`config.mk`:
```
export PLATFORM = sky130hd
export DESIGN_NAME = ctr_sequencer_flat
export DESIGN_NICKNAME = d
export VERILOG_FILES = /design/src/rtl/ctr_seq_pkg.sv /design/src/rtl/ctr_seq_if.sv /design/src/rtl/ctr_prescaler.sv /design/src/rtl/ctr_sequencer.sv /design/src/flat_wrapper.sv
export SDC_FILE = /design/constraint.sdc
export NUM_CORES = 1
export LEC_CHECK = 0
export CAP_MARGIN = 5
export CELL_PAD_IN_SITES_DETAIL_PLACEMENT = 0
export CELL_PAD_IN_SITES_GLOBAL_PLACEMENT = 1
export CORE_UTILIZATION = 23
export CTS_CLUSTER_SIZE = 24
export DETAILED_ROUTE_END_ITERATION = 8
export PLACE_DENSITY = 0.63
export SYNTH_ARGS = -nofsm -noshare
export SYNTH_HDL_FRONTEND = slang
export SYNTH_SLANG_ARGS = --single-unit
export TNS_END_PERCENT = 10
```
`constraint.sdc`:
```
create_clock -name clk -period 2.38 [get_ports clk]
set_input_delay 0.238 -clock clk [delete_from_list [all_inputs] [get_ports clk]]
set_output_delay 0.238 -clock clk [all_outputs]
set_load 0.01 [all_outputs]
```
`src/rtl/ctr_seq_pkg.sv`:
```
// Shared types and defaults for the LED counter control sequencer.
package ctr_seq_pkg;

  localparam int CTR_W_DEF   = 32;
  localparam int PRESC_W_DEF = 16;
  localparam int OUT_W_DEF   = 22;

  typedef enum logic [1:0] {
    ST_IDLE  = 2'd0,
    ST_RUN   = 2'd1,
    ST_PAUSE = 2'd2,
    ST_DONE  = 2'd3
  } state_t;

  typedef enum logic [1:0] {
    OP_START = 2'd0,
    OP_STOP  = 2'd1,
    OP_CLEAR = 2'd2,
    OP_LOAD  = 2'd3
  } op_t;

  // STOP and CLEAR take precedence over a prescaler tick in the same cycle.
  function automatic logic op_blocks_tick(op_t op);
    return (op == OP_STOP) || (op == OP_CLEAR);
  endfunction

endpackage

```
`src/rtl/ctr_seq_if.sv`:
```
// Command port of the sequencer. A command transfers on any rising clk edge
// where cmd_valid && cmd_ready; the slave drops cmd_ready for one cycle after.
interface ctr_seq_if #(
  parameter int CTR_W = 32
);
  logic             cmd_valid;
  logic             cmd_ready;
  logic [1:0]       cmd_op;
  logic [CTR_W-1:0] cmd_data;

  modport master (output cmd_valid, output cmd_op, output cmd_data, input cmd_ready);
  modport slave  (input cmd_valid, input cmd_op, input cmd_data, output cmd_ready);
endinterface

```
`src/rtl/ctr_prescaler.sv`:
```
// Enable-gated prescaler: emits a tick every presc_div+1 enabled cycles.
module ctr_prescaler #(
  parameter int PRESC_W = 16
) (
  input  logic               clk,
  input  logic               rst_n,
  input  logic               en,
  input  logic               clr,
  input  logic [PRESC_W-1:0] presc_div,
  output logic               tick,
  output logic [PRESC_W-1:0] presc_cnt
);

  assign tick = en && (presc_cnt == presc_div);

  always_ff @(posedge clk or negedge rst_n) begin
    if (!rst_n) begin
      presc_cnt <= '0;
    end else if (clr || tick) begin
      presc_cnt <= '0;
    end else if (en) begin
      presc_cnt <= presc_cnt + PRESC_W'(1);
    end
  end

endmodule

```
`src/rtl/ctr_sequencer.sv`:
```
// Command-driven counter sequencer: FSM, counter, limit compare and
// registered status outputs feeding the LED bank.
module ctr_sequencer
  import ctr_seq_pkg::*;
#(
  parameter int CTR_W   = CTR_W_DEF,
  parameter int PRESC_W = PRESC_W_DEF,
  parameter int OUT_W   = OUT_W_DEF
) (
  input  logic               clk,
  input  logic               rst_n,
  ctr_seq_if.slave           cmd,
  input  logic               mode_periodic,
  input  logic [PRESC_W-1:0] presc_div,
  input  logic               ext_en,
  output logic [CTR_W-1:0]   count,
  output logic [OUT_W-1:0]   led_out,
  output logic [1:0]         state,
  output logic               done,
  output logic               cmd_err
);

  state_t             state_q, state_d;
  logic [CTR_W-1:0]   count_d;
  logic [CTR_W-1:0]   limit_q, limit_d;
  logic               done_d, err_d;
  logic               cmd_acc;
  op_t                op;
  logic               presc_en, presc_clr, tick;
  logic [PRESC_W-1:0] presc_cnt;

  assign cmd_acc = cmd.cmd_valid && cmd.cmd_ready;
  assign op      = op_t'(cmd.cmd_op);

  assign presc_en  = (state_q == ST_RUN) && ext_en && !(cmd_acc && op_blocks_tick(op));
  assign presc_clr = cmd_acc && ((op == OP_CLEAR) || (op == OP_START && state_q == ST_DONE));

  ctr_prescaler #(.PRESC_W(PRESC_W)) u_presc (
    .clk       (clk),
    .rst_n     (rst_n),
    .en        (presc_en),
    .clr       (presc_clr),
    .presc_div (presc_div),
    .tick      (tick),
    .presc_cnt (presc_cnt)
  );

  always_comb begin
    state_d = state_q;
    count_d = count;
    limit_d = limit_q;
    done_d  = 1'b0;
    err_d   = 1'b0;

    if (cmd_acc) begin
      case (op)
        OP_START: begin
          if (state_q == ST_DONE) begin
            count_d = '0;
            state_d = ST_RUN;
          end else if (state_q != ST_RUN) begin
            state_d = ST_RUN;
          end
        end
        OP_STOP: begin
          if (state_q == ST_RUN) state_d = ST_PAUSE;
        end
        OP_CLEAR: begin
          count_d = '0;
          state_d = ST_IDLE;
        end
        OP_LOAD: begin
          if (state_q == ST_RUN) err_d = 1'b1;
          else                   limit_d = cmd.cmd_data;
        end
        default: ;
      endcase
    end

    // tick is already suppressed by STOP/CLEAR and only fires in RUN.
    if (tick) begin
      if (count == limit_q) begin
        done_d = 1'b1;
        if (mode_periodic) count_d = '0;
        else               state_d = ST_DONE;
      end else begin
        count_d = count + CTR_W'(1);
      end
    end
  end

  always_ff @(posedge clk or negedge rst_n) begin
    if (!rst_n) begin
      state_q       <= ST_IDLE;
      count         <= '0;
      limit_q       <= '1;
      done          <= 1'b0;
      cmd_err       <= 1'b0;
      cmd.cmd_ready <= 1'b1;
    end else begin
      state_q       <= state_d;
      count         <= count_d;
      limit_q       <= limit_d;
      done          <= done_d;
      cmd_err       <= err_d;
      cmd.cmd_ready <= !cmd_acc;
    end
  end

  assign state   = state_q;
  assign led_out = count[OUT_W-1:0];

endmodule

```
`src/flat_wrapper.sv`:
```
// flat-port wrapper written by rule: the top's interface ports become plain ports
module ctr_sequencer_flat import ctr_seq_pkg::*;
#(
  parameter int CTR_W   = CTR_W_DEF,
  parameter int PRESC_W = PRESC_W_DEF,
  parameter int OUT_W   = OUT_W_DEF
)
  (clk, rst_n, mode_periodic, presc_div, ext_en, count, led_out, state, done, cmd_err, cmd_cmd_valid, cmd_cmd_op, cmd_cmd_data, cmd_cmd_ready);
  ctr_seq_if #(.CTR_W(CTR_W)) cmd_i ();
  input  logic clk;
  input  logic rst_n;
  input  logic mode_periodic;
  input  logic [PRESC_W-1:0] presc_div;
  input  logic ext_en;
  output logic [CTR_W-1:0] count;
  output logic [OUT_W-1:0] led_out;
  output logic [1:0] state;
  output logic done;
  output logic cmd_err;
  input wire logic [$bits(cmd_i.cmd_valid)-1:0] cmd_cmd_valid;
  input wire logic [$bits(cmd_i.cmd_op)-1:0] cmd_cmd_op;
  input wire logic [$bits(cmd_i.cmd_data)-1:0] cmd_cmd_data;
  output wire logic [$bits(cmd_i.cmd_ready)-1:0] cmd_cmd_ready;
  assign cmd_i.cmd_valid = cmd_cmd_valid;
  assign cmd_i.cmd_op = cmd_cmd_op;
  assign cmd_i.cmd_data = cmd_cmd_data;
  assign cmd_cmd_ready = cmd_i.cmd_ready;
  ctr_sequencer #(.CTR_W(CTR_W), .PRESC_W(PRESC_W), .OUT_W(OUT_W)) u_core (.clk(clk), .rst_n(rst_n), .cmd(cmd_i), .mode_periodic(mode_periodic), .presc_div(presc_div), .ext_en(ext_en), .count(count), .led_out(led_out), .state(state), .done(done), .cmd_err(cmd_err));
endmodule
```
==> metrics.txt, run 1 <==
top achievable clock speed=446.0 MHz; final setup vio count=0; dpl hpwl=11180 um; Gate Count Post-Synth=a little under 500; most numerous cell in the Yosys netlist=sky130_fd_sc_hd__dfrtp_1; clock slew at reported path FFs=around 0.060 ns; synth cell count leaders=sky130_fd_sc_hd__dfrtp_1, sky130_fd_sc_hd__xor2_1, sky130_fd_sc_hd__nor2_1, sky130_fd_sc_hd__dfstp_2, sky130_fd_sc_hd__mux2_2; worst setup path endpoint=u_core.count[29]; final worst-path cycle share=~94%; drt first-iter violations=~280; dominant synthesized flop cell=sky130_fd_sc_hd__dfrtp_1; number of instances in the placed design=882; global route total overflow=0; fraction of final layout cells with drive strength greater than 1=24.96%; top post-synthesis cells by area=sky130_fd_sc_hd__dfrtp_1, sky130_fd_sc_hd__dfstp_2, sky130_fd_sc_hd__mux2_2; Worst Tran Pin Value=about 0.42 ns; cell area after placement=about 6600 um^2; cell area after layout=~7000 um^2; Inserted Clock Buffers=9; reported leakage power=between 2 and 3 nW; sequential area share after synthesis=a little over two fifths; total of warnings raised by yosys=0; count of endpoints failing hold in the final timing report=0; H-tree Lvls=3; DRT Pass-1 Iters=5; vias in the first global route=approximately 4100; reg-to-reg setup timing slack=between 0.1 and 0.15 ns; routed wire length per instance=16.14 um; area leader, netlist=sky130_fd_sc_hd__dfrtp_1; CP startpoint=u_core.count[0]; largest driver fanout on the critical path=16; Max Buffers Root-to-Sink=2; overall track demand over capacity in global routing=between 10 and 15%; Tot Pwr=approximately 4.0 mW; Post CTS Setup Buffer Count=0; wire length of the first global-routing pass=around 23000 um; number of remaining DRC errors=0; number of vias after detailed routing=4135; layout-stage area growth over the synthesis result=41.38%; Post-Syn Nets=545; Syn Area/Cell=just over 10 um^2; initial antenna violation count=0; Slew Limit Fails=0; reg2reg path depth=9; total standard cell area after synthesis=slightly below 5000 um^2; Crit Reg-Reg Startpoint=u_core.count[0]; Async S/R FF share, synth=100.0%; clock latency of the later-clocked register in the worst-skew pair=~0.35 ns; count of unique library cells instantiated by Yosys=between 40 and 50; area taken by multi-input logic gates=between 2000 and 2500 um^2; initial core utilization=about a quarter; largest net degree at the start of global routing=58; final setup skew=~0.013 ns; worst slew margin relative to its limit=between 70% and 80%; crit path capture type=flop; number of synthesized register bits=85; Core Footprint=about 21000 um^2; post-layout net count=between 600 and 700; Die Width=between 100 and 150 um; area share of the largest cell type after synthesis=26.34%; final estimated routing congestion in global placement=a little over 0.8; post-route insts no fill=900; number of flops mapped to enable cells by yosys=0; Die Span Y=around 150 um; Period minus WS final=between 2 and 2.5 ns; number of standard-cell rows in the floorplan=between 50 and 60; data required time at the worst endpoint=around 2.7 ns; number of buffers added on ports=between 100 and 150; minimum hold slack=roughly 0.37 ns; Storage cell area=2171 um^2; worst setup path category=reg2reg; highest ir drop seen on vdd=approximately 340 uV; wire length after detailed routing=approximately 15000 um; CTS tree=built; arrival time worst endpoint=approximately 2.5 ns; reg2reg end=u_core.count[29]; overall die area=about 22000 um^2; count of antenna-violating nets left after detailed routing=0; unrepaired setup endpoints after global routing=false; kind of start point of the critical path=flop; post-DR vias/cell=4.594; count of antenna diodes in the layout=0; Ports=114; number of maximum-capacitance constraint violations=0; status=finished clean; Clk Tree Root Cell=sky130_fd_sc_hd__clkbuf_16; type of the tightest min-delay check=in2async; sum of negative setup slack=0 ns; count of clock tree sinks=85; FILL cells=~2100; PwrDens=567.1 nW/um^2
cell usage in the layout, fill, tap and decap left out, types with 29 or more instances in the layout:
cell                              instances
sky130_fd_sc_hd__dfstp_2                 33
sky130_fd_sc_hd__nand2_1                 32
sky130_fd_sc_hd__xnor2_1                 29
sky130_fd_sc_hd__mux2_2                  33
sky130_fd_sc_hd__nor2_1                  37
sky130_fd_sc_hd__nor3_1                  29
sky130_fd_sc_hd__buf_4                   53
sky130_fd_sc_hd__dfrtp_1                 50
sky130_fd_sc_hd__clkdlybuf4s50_1        112
sky130_fd_sc_hd__xor2_1                  40
how the worst min path moves through the flow:
stage / to / cells past startpoint
after detailed placement: u_core.count[6] / 1
final: u_core.count[7] / 2
after global placement: u_core.count[7] / 1
after CTS: u_core.count[15] / 2
after floorplan: u_core.cmd_err / 0
after global routing: u_core.count[7] / 2
cell families (layout without fill, tap and decap cells):
kind of cell    after synthesis  after routing  share of synthesized area (%)
compound gates               55             55                          8.762
xor+xnor                     70             70                          12.41
fa+ha+maj                     7              7                          1.773
buf+inv                      55            197                          6.077
flops                        85             85                          43.88
mux                          34             34                          7.724
simple gates                177            177                          19.37
per-layer routing:
metal  track usage, %  part of all wire [%]  vias to the layer above
met5                0                     0                        -
met4            5.567                   2.1                        0
met3            2.699                   4.5                       16
met2            21.57                    47                      113
met1            18.10                    46                     2015
li1                 -                     -                     1991
power breakdown:
| part | internal [mW] | total, mW | switching, mW | leakage (nW) |
|---|---|---|---|---|
| clock | 0.839 | 1.42 | 0.579 | 0.143 |
| sequential | 1.75 | 1.90 | 0.153 | 1.07 |
| combinational | 0.376 | 0.639 | 0.263 | 1.70 |
| total | 2.97 | 3.96 | 0.995 | 2.91 |
cell type report:
cell class              instances  area share [%]
clock inverters                 4          0.6806
well taps                     275           4.926
inverters                       9          0.4836
flip-flops and latches         85           31.08
repair buffers                172           23.55
multi-input cells             343           35.75
clock buffers                  12           3.529
critical path: stages (launching register included):
cell and delay, ns:
sky130_fd_sc_hd__dfrtp_1 0.43, sky130_fd_sc_hd__xor2_1 0.17, sky130_fd_sc_hd__nor4_2 0.30, sky130_fd_sc_hd__buf_4 0.17
sky130_fd_sc_hd__nand4_1 0.20, sky130_fd_sc_hd__nor2_4 0.25, sky130_fd_sc_hd__a22o_2 0.26, sky130_fd_sc_hd__buf_12 0.17
sky130_fd_sc_hd__buf_4 0.12, sky130_fd_sc_hd__a21o_1 0.10
what timing repair did:
item | 4_1_cts | 5_1_grt
hold buffers | 1 | 0
resized for setup | 0 | 7
setup endpoints to repair | 0 | 30
hold endpoints to repair | 16 | 0
registers in the layout, summed over array words and instances (netlist names):
| register | cells |
|---|---|
| u_core.limit_q | 32 |
| u_core.count | 32 |
| u_core.done | 1 |
| u_core.cmd.cmd_ready | 1 |
| u_core.u_presc.presc_cnt | 16 |
| u_core.cmd_err | 1 |
| u_core.state | 2 |
metrics by stage:
| stage | worst slack, ns | util [%] |
|---|---|---|
| floorplan | 0.2242 | - |
| global placement | -0.09911 | 31.54 |
| detailed placement | -0.1735 | 31.54 |
| CTS | 0.04628 | 32.99 |
| global route | 0.005352 | 33.23 |
| finish | 0.1377 | 33.23 |
(Power assumes the default switching activity.)
==> run 2: changes to the inputs <==
Settings changed: CAP_MARGIN 5 to not set.
==> results of run 2 <==
The final DEF is identical to that of run 1; final timing and power are the same.
==> run 3: changes to the inputs <==
Settings changed: CORE_MARGIN set to 8.
==> metrics.txt, run 3 (synthesis gave the netlist of run 1 again) <==
post-route worst setup slack=about 0.085 ns; data required time at the worst endpoint=between 2 and 3 ns; layout-stage area growth over the synthesis result=41.58%; worst setup path endpoint=u_core.count[28]; final setup skew=around 0.014 ns; count of clock tree sinks=85; Worst Tran Pin Value=0.5576 ns; cells along the critical path=xor2_1, nor4_1, buf_4, nand4_1, nor2_4, a22o_1, buf_12, a221o_1; sum of negative setup slack=0 ns; largest net degree at the start of global routing=49; largest driver fanout on the critical path=30; final cell utilization of the core=33.17%; Worst path depth=8; worst setup path category=reg2reg; post-layout net count=between 600 and 700; final estimated routing congestion in global placement=roughly 0.8; Die Width=162.6 um; number of vias after detailed routing=4142; part of the power in registers=a little under half; Slew Limit Fails=0; H-tree Lvls=3; Core Footprint=21090 um^2; drt first-iter violations=between 200 and 250; DRT Pass-1 Iters=4; reported leakage power=approximately 2.9 nW; count of antenna-violating nets left after detailed routing=0; Net Switching=986.0 uW; reg-to-reg setup timing slack=~0.085 ns; status=finished clean; count of antenna diodes in the layout=0; clock slew at reported path FFs=approximately 0.06 ns; CP startpoint=u_core.limit_q[3]; commonest non-fill, non-tap cells in the layout=sky130_fd_sc_hd__clkdlybuf4s50_1, sky130_fd_sc_hd__buf_4, sky130_fd_sc_hd__dfrtp_1; type of the tightest min-delay check=in2async; number of buffers added on ports=113; overall die area=roughly 26000 um^2; number of remaining DRC errors=0; vias in the first global route=4329; Ports=about 110; overall track demand over capacity in global routing=approximately an eighth; Sw Ratio=24.61%; worst setup timing slack at the placement stage=-0.1591 ns; Clk Tree Root Cell=sky130_fd_sc_hd__clkbuf_16; wire length after detailed routing=about 15000 um; reg2reg path depth=8; Max Buffers Root-to-Sink=2; dominant delay contributor by cell family on the critical path=compound AO/OA/AOI/OAI gates; number of standard-cell rows in the floorplan=53; count of endpoints failing hold in the final timing report=0; dpl hpwl=12070 um; clock latency of the later-clocked register in the worst-skew pair=between 0.3 and 0.4 ns; total internal power=a little over 3 mW; crit path capture type=flop; global route total overflow=0; relative contribution of combinational cells to total power=between 15 and 20%; slowest stage cell, crit path=sky130_fd_sc_hd__dfstp_2; highest ir drop seen on vdd=326.7 uV; delay contributed by the slowest stage of the critical path=0.53 ns; PwrDens=approximately 570 nW/um^2; CTS tree=built; buffers and inverters on the worst path=2; reg2reg end=u_core.count[28]; Period minus WS final=2.295 ns; final setup vio count=0; top achievable clock speed=435.7 MHz; initial core utilization=around a quarter; initial antenna violation count=0; clock network power share=between 30% and 40%; fraction of final layout cells with drive strength greater than 1=between 20% and 30%; Inserted Clock Buffers=9; worst slew margin relative to its limit=a little over three fifths; Crit Reg-Reg Startpoint=u_core.limit_q[3]; top flop regs=u_core.count x32, u_core.limit_q x32, u_core.u_presc.presc_cnt x16; arrival time worst endpoint=~2.5 ns; unrepaired setup endpoints after global routing=false; most common cell after layout, fill and taps aside=sky130_fd_sc_hd__clkdlybuf4s50_1; Tot Pwr=4.007 mW; routed wire length per instance=16.96 um; Die Span Y=162.6 um; final worst-path cycle share=a little over nine tenths; kind of start point of the critical path=flop; wire length of the first global-routing pass=24430 um; number of maximum-capacitance constraint violations=0; post-DR vias/cell=roughly 4.6
[run 3: layout make-up]
cell class                      instances  area [um^2]
Clock inverter                          3        42.54
Sequential cell                        85         2168
Tap cell                              275        344.1
Multi-Input combinational cell        343         2482
Inverter                                9        33.78
Fill cell                            2173        14090
Clock buffer                           13        270.3
Timing Repair Buffer                  176         1654
[run 3: worst min-delay path by stage]
stage	from	slack, ns	endpoint
global route	rst_n	0.48	u_core.count[8]
CTS	rst_n	0.47	u_core.count[7]
floorplan	rst_n	-0.06	u_core.cmd_err
finish	rst_n	0.43	u_core.count[7]
global placement	rst_n	0.26	u_core.cmd_err
detailed placement	rst_n	0.27	u_core.cmd_err
[run 3: timing repair]
item / CTS / global route
gates resized for setup: 0 / 1
hold buffers: 1 / 0
hold endpoints to repair: 17 / 0
buffers inserted: 0 / 1
setup endpoints to repair: 0 / 5
[run 3: metrics by stage]
stage               instances  area (um^2)  hold WS [ns]
floorplan                 483         4941      -0.05759
global placement          886         6660        0.2623
detailed placement        886         6660        0.2696
CTS                       903         6983        0.4651
global route              904         6995        0.4799
finish                    904         6995        0.4339
[run 3: power by group through the flow]
stage / sequential [mW] / clock [mW] / combinational [mW]
after floorplan: 1.89 / 0 / 0.372
after global placement: 1.93 / 0 / 0.630
after detailed placement: 1.93 / 0 / 0.643
after CTS: 1.91 / 1.52 / 0.646
after global routing: 1.94 / 1.58 / 0.700
final: 1.90 / 1.48 / 0.629
[run 3: routing by layer]
metal,vias to the layer above,track usage [%],share of wire (%)
met5,-,0,0
met4,0,3.586,1.1
met3,11,3.413,7.5
li1,1996,-,-
met1,2018,14.41,43
met2,117,19.83,48
